==> config.mk <==
export PLATFORM = sky130hd
export DESIGN_NAME = clk_div_bank
export DESIGN_NICKNAME = d
export VERILOG_FILES = /design/src/rtl/clk_div_pkg.sv /design/src/rtl/clk_div_chan.sv /design/src/rtl/clk_div_bank.sv
export SDC_FILE = /design/constraint.sdc
export NUM_CORES = 1
export LEC_CHECK = 0
export ABC_AREA = 1
export CORE_ASPECT_RATIO = 0.6
export CORE_MARGIN = 2
export CORE_UTILIZATION = 50
export DETAILED_ROUTE_END_ITERATION = 12
export GPL_ROUTABILITY_DRIVEN = 0
export GPL_TIMING_DRIVEN = 1
export PLACE_DENSITY = 0.67
export RECOVER_POWER = 100
export SYNTH_ARGS = -nofsm -noshare
export SYNTH_HDL_FRONTEND = slang
export SYNTH_SLANG_ARGS = --single-unit
==> constraint.sdc <==
create_clock -name clk -period 23.1 [get_ports clk]
set_clock_uncertainty 0.15 [all_clocks]
set_input_delay 4.62 -clock clk [delete_from_list [all_inputs] [get_ports clk]]
set_output_delay 4.62 -clock clk [all_outputs]
set_load 0.02 [all_outputs]
==> src/rtl/clk_div_pkg.sv <==
// rtl/clk_div_pkg.sv - shared defaults and cfg_ch width helper for the clock divider bank
package clk_div_pkg;

  localparam int DEF_NCH   = 4;
  localparam int DEF_CW    = 32;
  localparam int DEF_LIMIT = 2500000;

  // Channel-select width; a single-channel bank still gets a 1-bit index.
  function automatic int cfg_ch_w(input int nch);
    return (nch > 1) ? $clog2(nch) : 1;
  endfunction

endpackage

==> src/rtl/clk_div_chan.sv <==
// rtl/clk_div_chan.sv - one divider channel: counter, active limit and registered tick/div outputs
module clk_div_chan import clk_div_pkg::*; #(
  parameter int            CW            = DEF_CW,
  parameter logic [CW-1:0] DEFAULT_LIMIT = CW'(DEF_LIMIT)
) (
  input  logic          clk,
  input  logic          rst,
  input  logic          i_en,
  input  logic          i_sync,
  input  logic          i_load,
  input  logic [CW-1:0] i_limit,
  output logic          o_loaded,
  output logic          o_tick,
  output logic          o_div
);

  logic [CW-1:0] r_cnt;
  logic [CW-1:0] r_lim;
  logic          r_tick;
  logic          r_div;

  logic [CW-1:0] w_last;
  logic          w_wrap;
  logic          w_sync;

  // A limit of 0 behaves as 1: the counter sits at 0 and wraps every cycle.
  assign w_last   = (r_lim == '0) ? '0 : r_lim - CW'(1);
  assign w_sync   = i_sync & i_en;
  assign w_wrap   = i_en & (r_cnt == w_last);
  assign o_loaded = i_load & (w_sync | w_wrap | ~i_en);

  always_ff @(posedge clk or posedge rst) begin
    if (rst) begin
      r_cnt  <= '0;
      r_lim  <= DEFAULT_LIMIT;
      r_tick <= 1'b0;
      r_div  <= 1'b0;
    end else begin
      r_tick <= w_wrap & ~w_sync;
      if (w_sync) begin
        r_cnt <= '0;
        r_div <= 1'b0;
      end else if (w_wrap) begin
        r_cnt <= '0;
        r_div <= ~r_div;
      end else if (i_en) begin
        r_cnt <= r_cnt + CW'(1);
      end
      // New limits only land on a phase boundary, so a half-period is never cut short.
      if (o_loaded) begin
        r_lim <= i_limit;
        r_cnt <= '0;
      end
    end
  end

  assign o_tick = r_tick;
  assign o_div  = r_div;

endmodule

==> src/rtl/clk_div_bank.sv <==
// rtl/clk_div_bank.sv - bank of NCH clock dividers with a single limit-update slot
// Optional phase-restart input sync_in is present when CLKDIV_SYNC_EN is defined.
module clk_div_bank import clk_div_pkg::*; #(
  parameter int          NCH           = DEF_NCH,
  parameter int          CW            = DEF_CW,
  parameter int unsigned DEFAULT_LIMIT = DEF_LIMIT
) (
  input  logic                     clk,
  input  logic                     rst,
  input  logic [NCH-1:0]           en,
  input  logic                     cfg_valid,
  output logic                     cfg_ready,
  input  logic [cfg_ch_w(NCH)-1:0] cfg_ch,
  input  logic [CW-1:0]            cfg_limit,
  output logic                     cfg_err,
`ifdef CLKDIV_SYNC_EN
  input  logic                     sync_in,
`endif
  output logic [NCH-1:0]           tick,
  output logic [NCH-1:0]           div_out
);

  localparam int             CHW   = cfg_ch_w(NCH);
  localparam logic [CHW:0]   NCH_V = (CHW+1)'(NCH);

  logic           r_ready;
  logic           r_err;
  logic [CHW-1:0] r_pch;
  logic [CW-1:0]  r_plim;

  logic [NCH-1:0] w_loaded;
  logic           w_sync;
  logic           w_accept;
  logic           w_bad;

`ifdef CLKDIV_SYNC_EN
  assign w_sync = sync_in;
`else
  assign w_sync = 1'b0;
`endif

  assign w_accept = cfg_valid & r_ready;
  assign w_bad    = ({1'b0, cfg_ch} >= NCH_V);

  // r_ready doubles as the inverted pending flag of the update slot.
  always_ff @(posedge clk or posedge rst) begin
    if (rst) begin
      r_ready <= 1'b1;
      r_err   <= 1'b0;
      r_pch   <= '0;
      r_plim  <= '0;
    end else begin
      r_err <= w_accept & w_bad;
      if (w_accept & ~w_bad) begin
        r_ready <= 1'b0;
        r_pch   <= cfg_ch;
        r_plim  <= cfg_limit;
      end else if (|w_loaded) begin
        r_ready <= 1'b1;
      end
    end
  end

  assign cfg_ready = r_ready;
  assign cfg_err   = r_err;

  for (genvar g = 0; g < NCH; g++) begin : g_chan
    clk_div_chan #(
      .CW            (CW),
      .DEFAULT_LIMIT (CW'(DEFAULT_LIMIT))
    ) u_chan (
      .clk      (clk),
      .rst      (rst),
      .i_en     (en[g]),
      .i_sync   (w_sync),
      .i_load   (~r_ready & (r_pch == CHW'(g))),
      .i_limit  (r_plim),
      .o_loaded (w_loaded[g]),
      .o_tick   (tick[g]),
      .o_div    (div_out[g])
    );
  end

endmodule

======== Yosys cells after proc, flatten, opt, wreduce, memory -nomap -nowiden ========
Cells that the tools add are included.
word-level totals
  input bits .............................. 41
  output and inout bits ................... 10
  flip-flop bits (word level) ............. 299
  logic and storage cells ................. 89
cells by class
  equality and inequality tests ........... 7
  bitwise operators ....................... 26
  add/subtract/negate cells ............... 8
  reductions and logical operators ........ 11
  muxes and demuxes ....................... 18
operators with widths
  cell                                                count
  two-way mux 32 bit                                  16
  adder 32 x 1 -> 32 bit, second input constant       4
  == test 32 bit                                      4
  zero test 32 bit                                    4
  subtractor 32 x 1 -> 32 bit, second input constant  4
  AND 1 bit                                           13
  nonzero test 3 bit                                  4
  inverter 1 bit                                      9
  == test 2 bit, second input constant                2
  OR 1 bit                                            4
  OR reduction 4 bit                                  1
  == test 2 x 1 -> 1 bit, second input constant       1
  zero test 2 bit                                     1
  two-way mux 1 bit                                   2
  nonzero test 2 bit                                  1

======== Depth between registers and ports, before layout ========
  word-level depth ........................ 9
  gate-level depth with buffers ........... 21
  gate-level depth less buffers ........... 20

======== Modules after synthesis ========
A second synthesis with hierarchy kept.
unflattened totals
  cell total of the unflattened synthesis .. 3092
  area total of the unflattened synthesis .. 20613.5 um^2
by module, submodules not included
  module                                instances  area each (um^2)  sequential area each (um^2)  cells an instance
  clk_div_chan at g_chan[0].u_chan ...  3          4769.6            1661.6                       734
  clk_div_chan at g_chan[3].u_chan      1          4792.1            1661.6                       728
  clk_div_bank                          1          1512.7            877.1                        162

======== Worst setup path after synthesis ========
OpenSTA, ideal clock, no wires.
  kind .................................... in2reg
  from .................................... input port cfg_valid
  to ...................................... register r_plim[0]
  setup slack ............................. 17.432 ns
  arrival ................................. 5.385 ns
  data required time ...................... 22.817 ns
  setup time .............................. 0.133 ns
  path buffers ............................ 2
  cell stages on the path ................. 4
  path through ............................ nand2_1 -> clkbuf_1 -> clkbuf_1 -> a21oi_1
on the way
  longest elaborated chain between the ends .. 1
ends and longest elaborated chain
  item                  line                text
  start, declared       clk_div_bank.sv:11  input logic cfg_valid,
  AND 1 bit             clk_div_bank.sv:42  assign w_accept = cfg_valid & r_ready;
  end signal, assigned  clk_div_bank.sv:57  r_plim <= cfg_limit;
  end, declared         clk_div_bank.sv:29  logic [CW-1:0] r_plim;
No other way between the ends.
A chain may end at the register's enable or synchronous reset.

==> impl_metrics.ini <==
[global_route]
grt_pass1_vias = 17700
grt_overflow = 0
grt.total_usage_pct = 28.3
grt_pass1_wl_um = 96900
gr-usage-met1_pct = 45.7
use_met2_pct = 39.2
top_usage_layer = met1
grtUsageMet3_pct = 4.72
antenna_found_initial = 2
grt_max_degree = 96

[place]
post-dp-hpwl_um = 46100
io_buffer_count = 49

[sta]
relSlewSlack_pct = -182
tns_ns = 0
tightestPinTransition_ns = 4.21
rsz0062_at_grt = false
period_share_pct = 46.7
setup_viol = 0
worst_hold_slack_ns = 0.309
period_needed_ns = 10.79
hold_viol_final = 0
drv_slew = 607
fmax_ghz = 0.0926

[synth]
synthDistinctLibCells = 46
synth_ff_type = dfrtp_1
yosys_warnings = 0
synth.avg_cell_area_um2 = 6.88
postSynthCellCount = 2976
syn_area_mm2 = 0.0205
yosysTopAreaCell = dfrtp_1
ys_async_sr_fraction_pct = 100
synth_top_area_share_pct = 32.5
ys_seq_area_share_pct = 36.7
ys_ff_latch = 299
ys_top_cells_by_area = dfrtp_1 (32%), nand2_1 (15%), nor2_1 (7.7%)
synth_edf_count = 0
synth_nets = 3025

[cts]
cts_tree = done
hold_buffers = 0
root_buffer = clkbuf_16
clock_sinks = 299
clk_latency_ns = 0.59
cts_resized = 0
cts_buffers = 29
h-tree-depth = 1
post_cts_buffers = 0
clk_pin_slew_ns = 0.06
clock_path_buffers = 3

[die]
start_util_pct = 50.7
die_area_mm2 = 0.0427
coreArea_mm2 = 0.0404
die_w_um = 265
die_y_um = 161
fp-row-count = 57
ios = 51

[hold_path]
hold_path.class = flip-flop to flip-flop
hold_path.startpoint = g_chan[2].u_chan.o_div$_DFFE_PP0P_

[route]
drcViolationCount = 0
viasPerCell = 5.65
num_vias = 20000
first_pass_iters = 6
drtAntennaViolNets = 0
drt_iter0_drc = 2271
routed_wl_um = 60900
detail_route.wl_per_cell_um = 17.2

[power]
clkPwrFrac_pct = 18.5
internal_power_mw = 1.40
seqPwrFrac_pct = 36.8
p_leak_nw = 9.87
p_comb_share_pct = 44.7
power_switching_mw = 1.26
powerDensity_mw_per_mm2 = 122
swShare_pct = 47.5
ir_drop_v = 0.0000638

[finish]
antenna_cells = 0
multi_input_area_mm2 = 0.0108
n_fill_cell = 4012
final_util_pct = 53.8
ff_latch_area_mm2 = 0.00752
nNetsFinal = 3030
layout-area-overhead-vs-synth_pct = 6.26
drive_gt1_share_pct = 4.89

[run_status]
violations = max-capacitance violations, max-slew violations
status = complete, but fails checks

[worst_setup_path]
slowest_stage = clkbuf_1
critPathMaxStageDelay_ns = 2.83
worstPathMaxFanout = 95
cp-startpoint = rst
required_ns = 22.76
worstPathArrival_ns = 10.45
r2r_start = g_chan[1].u_chan.r_lim[0]$_DFFE_PP0P_
crit_type = input port to asynchronous set/reset pin
startpoint_type = input port
cp-end-kind = asynchronous set/reset pin
path_cells = dlygate4sd3_1 -> clkinvlp_2 -> clkbuf_1

[flow_run]
cap_violations = 9
cell families (layout without fill, tap and decap cells):
family / after synthesis / in the layout / synth area share (%)
AOI/OAI and AO/OA: 405 / 405 / 12.2
xor gates and xnor gates: 103 / 103 / 4.40
adders and majority gates: 8 / 8 / 0.489
buffers and inverters: 422 / 450 / 9.20
DFF: 299 / 299 / 36.7
other: 1 / 1 / 0.0183
and+or+nand+nor: 1738 / 1738 / 37.0
metal layers:
metal,part of all wire [%],up-vias
li1,-,9736
met5,0,-
met3,9.2,61
met2,40,791
met1,49,9378
met4,1.7,0
layout make-up:
type	instances	share of cell area [%]
Multi-Input combinational cell	2255	49.7
Sequential cell	299	34.6
Inverter	336	5.80
Clock buffer	40	3.75
Tap cell	531	3.05
Timing Repair Buffer	60	2.44
Clock inverter	14	0.684
final timing paths:
path	end	slack (ns)	depth (start not counted)
max	g_chan[1].u_chan.r_cnt[29]$_DFFE_PP0P_	12.31	3
min in group asynchronous	g_chan[0].u_chan.r_cnt[28]$_DFFE_PP0P_	5.62	2
max in group clk	cfg_ready$_DFFE_PP1P_	15.21	7
max reg2reg	cfg_ready$_DFFE_PP1P_	17.08	18
min reg2reg	g_chan[2].u_chan.o_div$_DFFE_PP0P_	0.31	1
min	g_chan[2].u_chan.o_div$_DFFE_PP0P_	0.31	1
metrics by stage:
step                      cell area, um2  total power [mW]  setup slack [ns]  cells
final                              21800              2.66             12.31   3535
after global routing               21800              2.87             10.91   3535
after CTS                          22100              2.69             16.44   3535
after detailed placement           21100              2.20             16.00   3481
after global placement             21100              2.16             16.01   3481
after floorplan                    20500              1.85             10.12   2976
flip-flops by register name (all words and copies together), names as in the netlist:
name                  count
g_chan.u_chan.o_div       4
g_chan.u_chan.o_tick      4
cfg_ready                 1
g_chan.u_chan.r_lim     128
g_chan.u_chan.r_cnt     128
r_pch                     2
r_plim                   32
synth_stat cells, drive strengths merged (11+ instances only):
library cell	instances
nand2	850
nor2	449
inv	334
dfrtp	266
nand3	233
o21ai	230
nand4	139
xor2	95
o22ai	87
buf	64
nor3	49
a21oi	46
dfstp	33
o21bai	32
clkbuf	22
nor4	11
power by group through the flow:
stage	clock [mW]	sequential [mW]	combinational, mW
after floorplan	0	0.879	0.967
after global placement	0	0.967	1.19
after detailed placement	0	0.968	1.23
after global routing	0.524	0.997	1.35
after CTS	0.500	0.964	1.23
final	0.491	0.978	1.19
critical path: cells and delay by family:
family / cells / cell delay [ns]
buffers and inverters: 3 / 5.74
layout by cell type, fill, tap and decap left out, drive strengths merged, types with 11 or more instances in the layout:
| cell | instances |
|---|---|
| o22ai | 87 |
| nand3 | 233 |
| dfrtp | 266 |
| nor4 | 11 |
| nand4 | 139 |
| o21bai | 32 |
| nor3 | 49 |
| dlygate4sd3 | 15 |
| nor2 | 449 |
| a21oi | 46 |
| inv | 335 |
| dfstp | 33 |
| clkbuf | 51 |
| o21ai | 230 |
| nand2 | 850 |
| clkdlybuf4s50 | 34 |
| xor2 | 95 |
No activity file was read; power rests on OpenSTA's default activity.
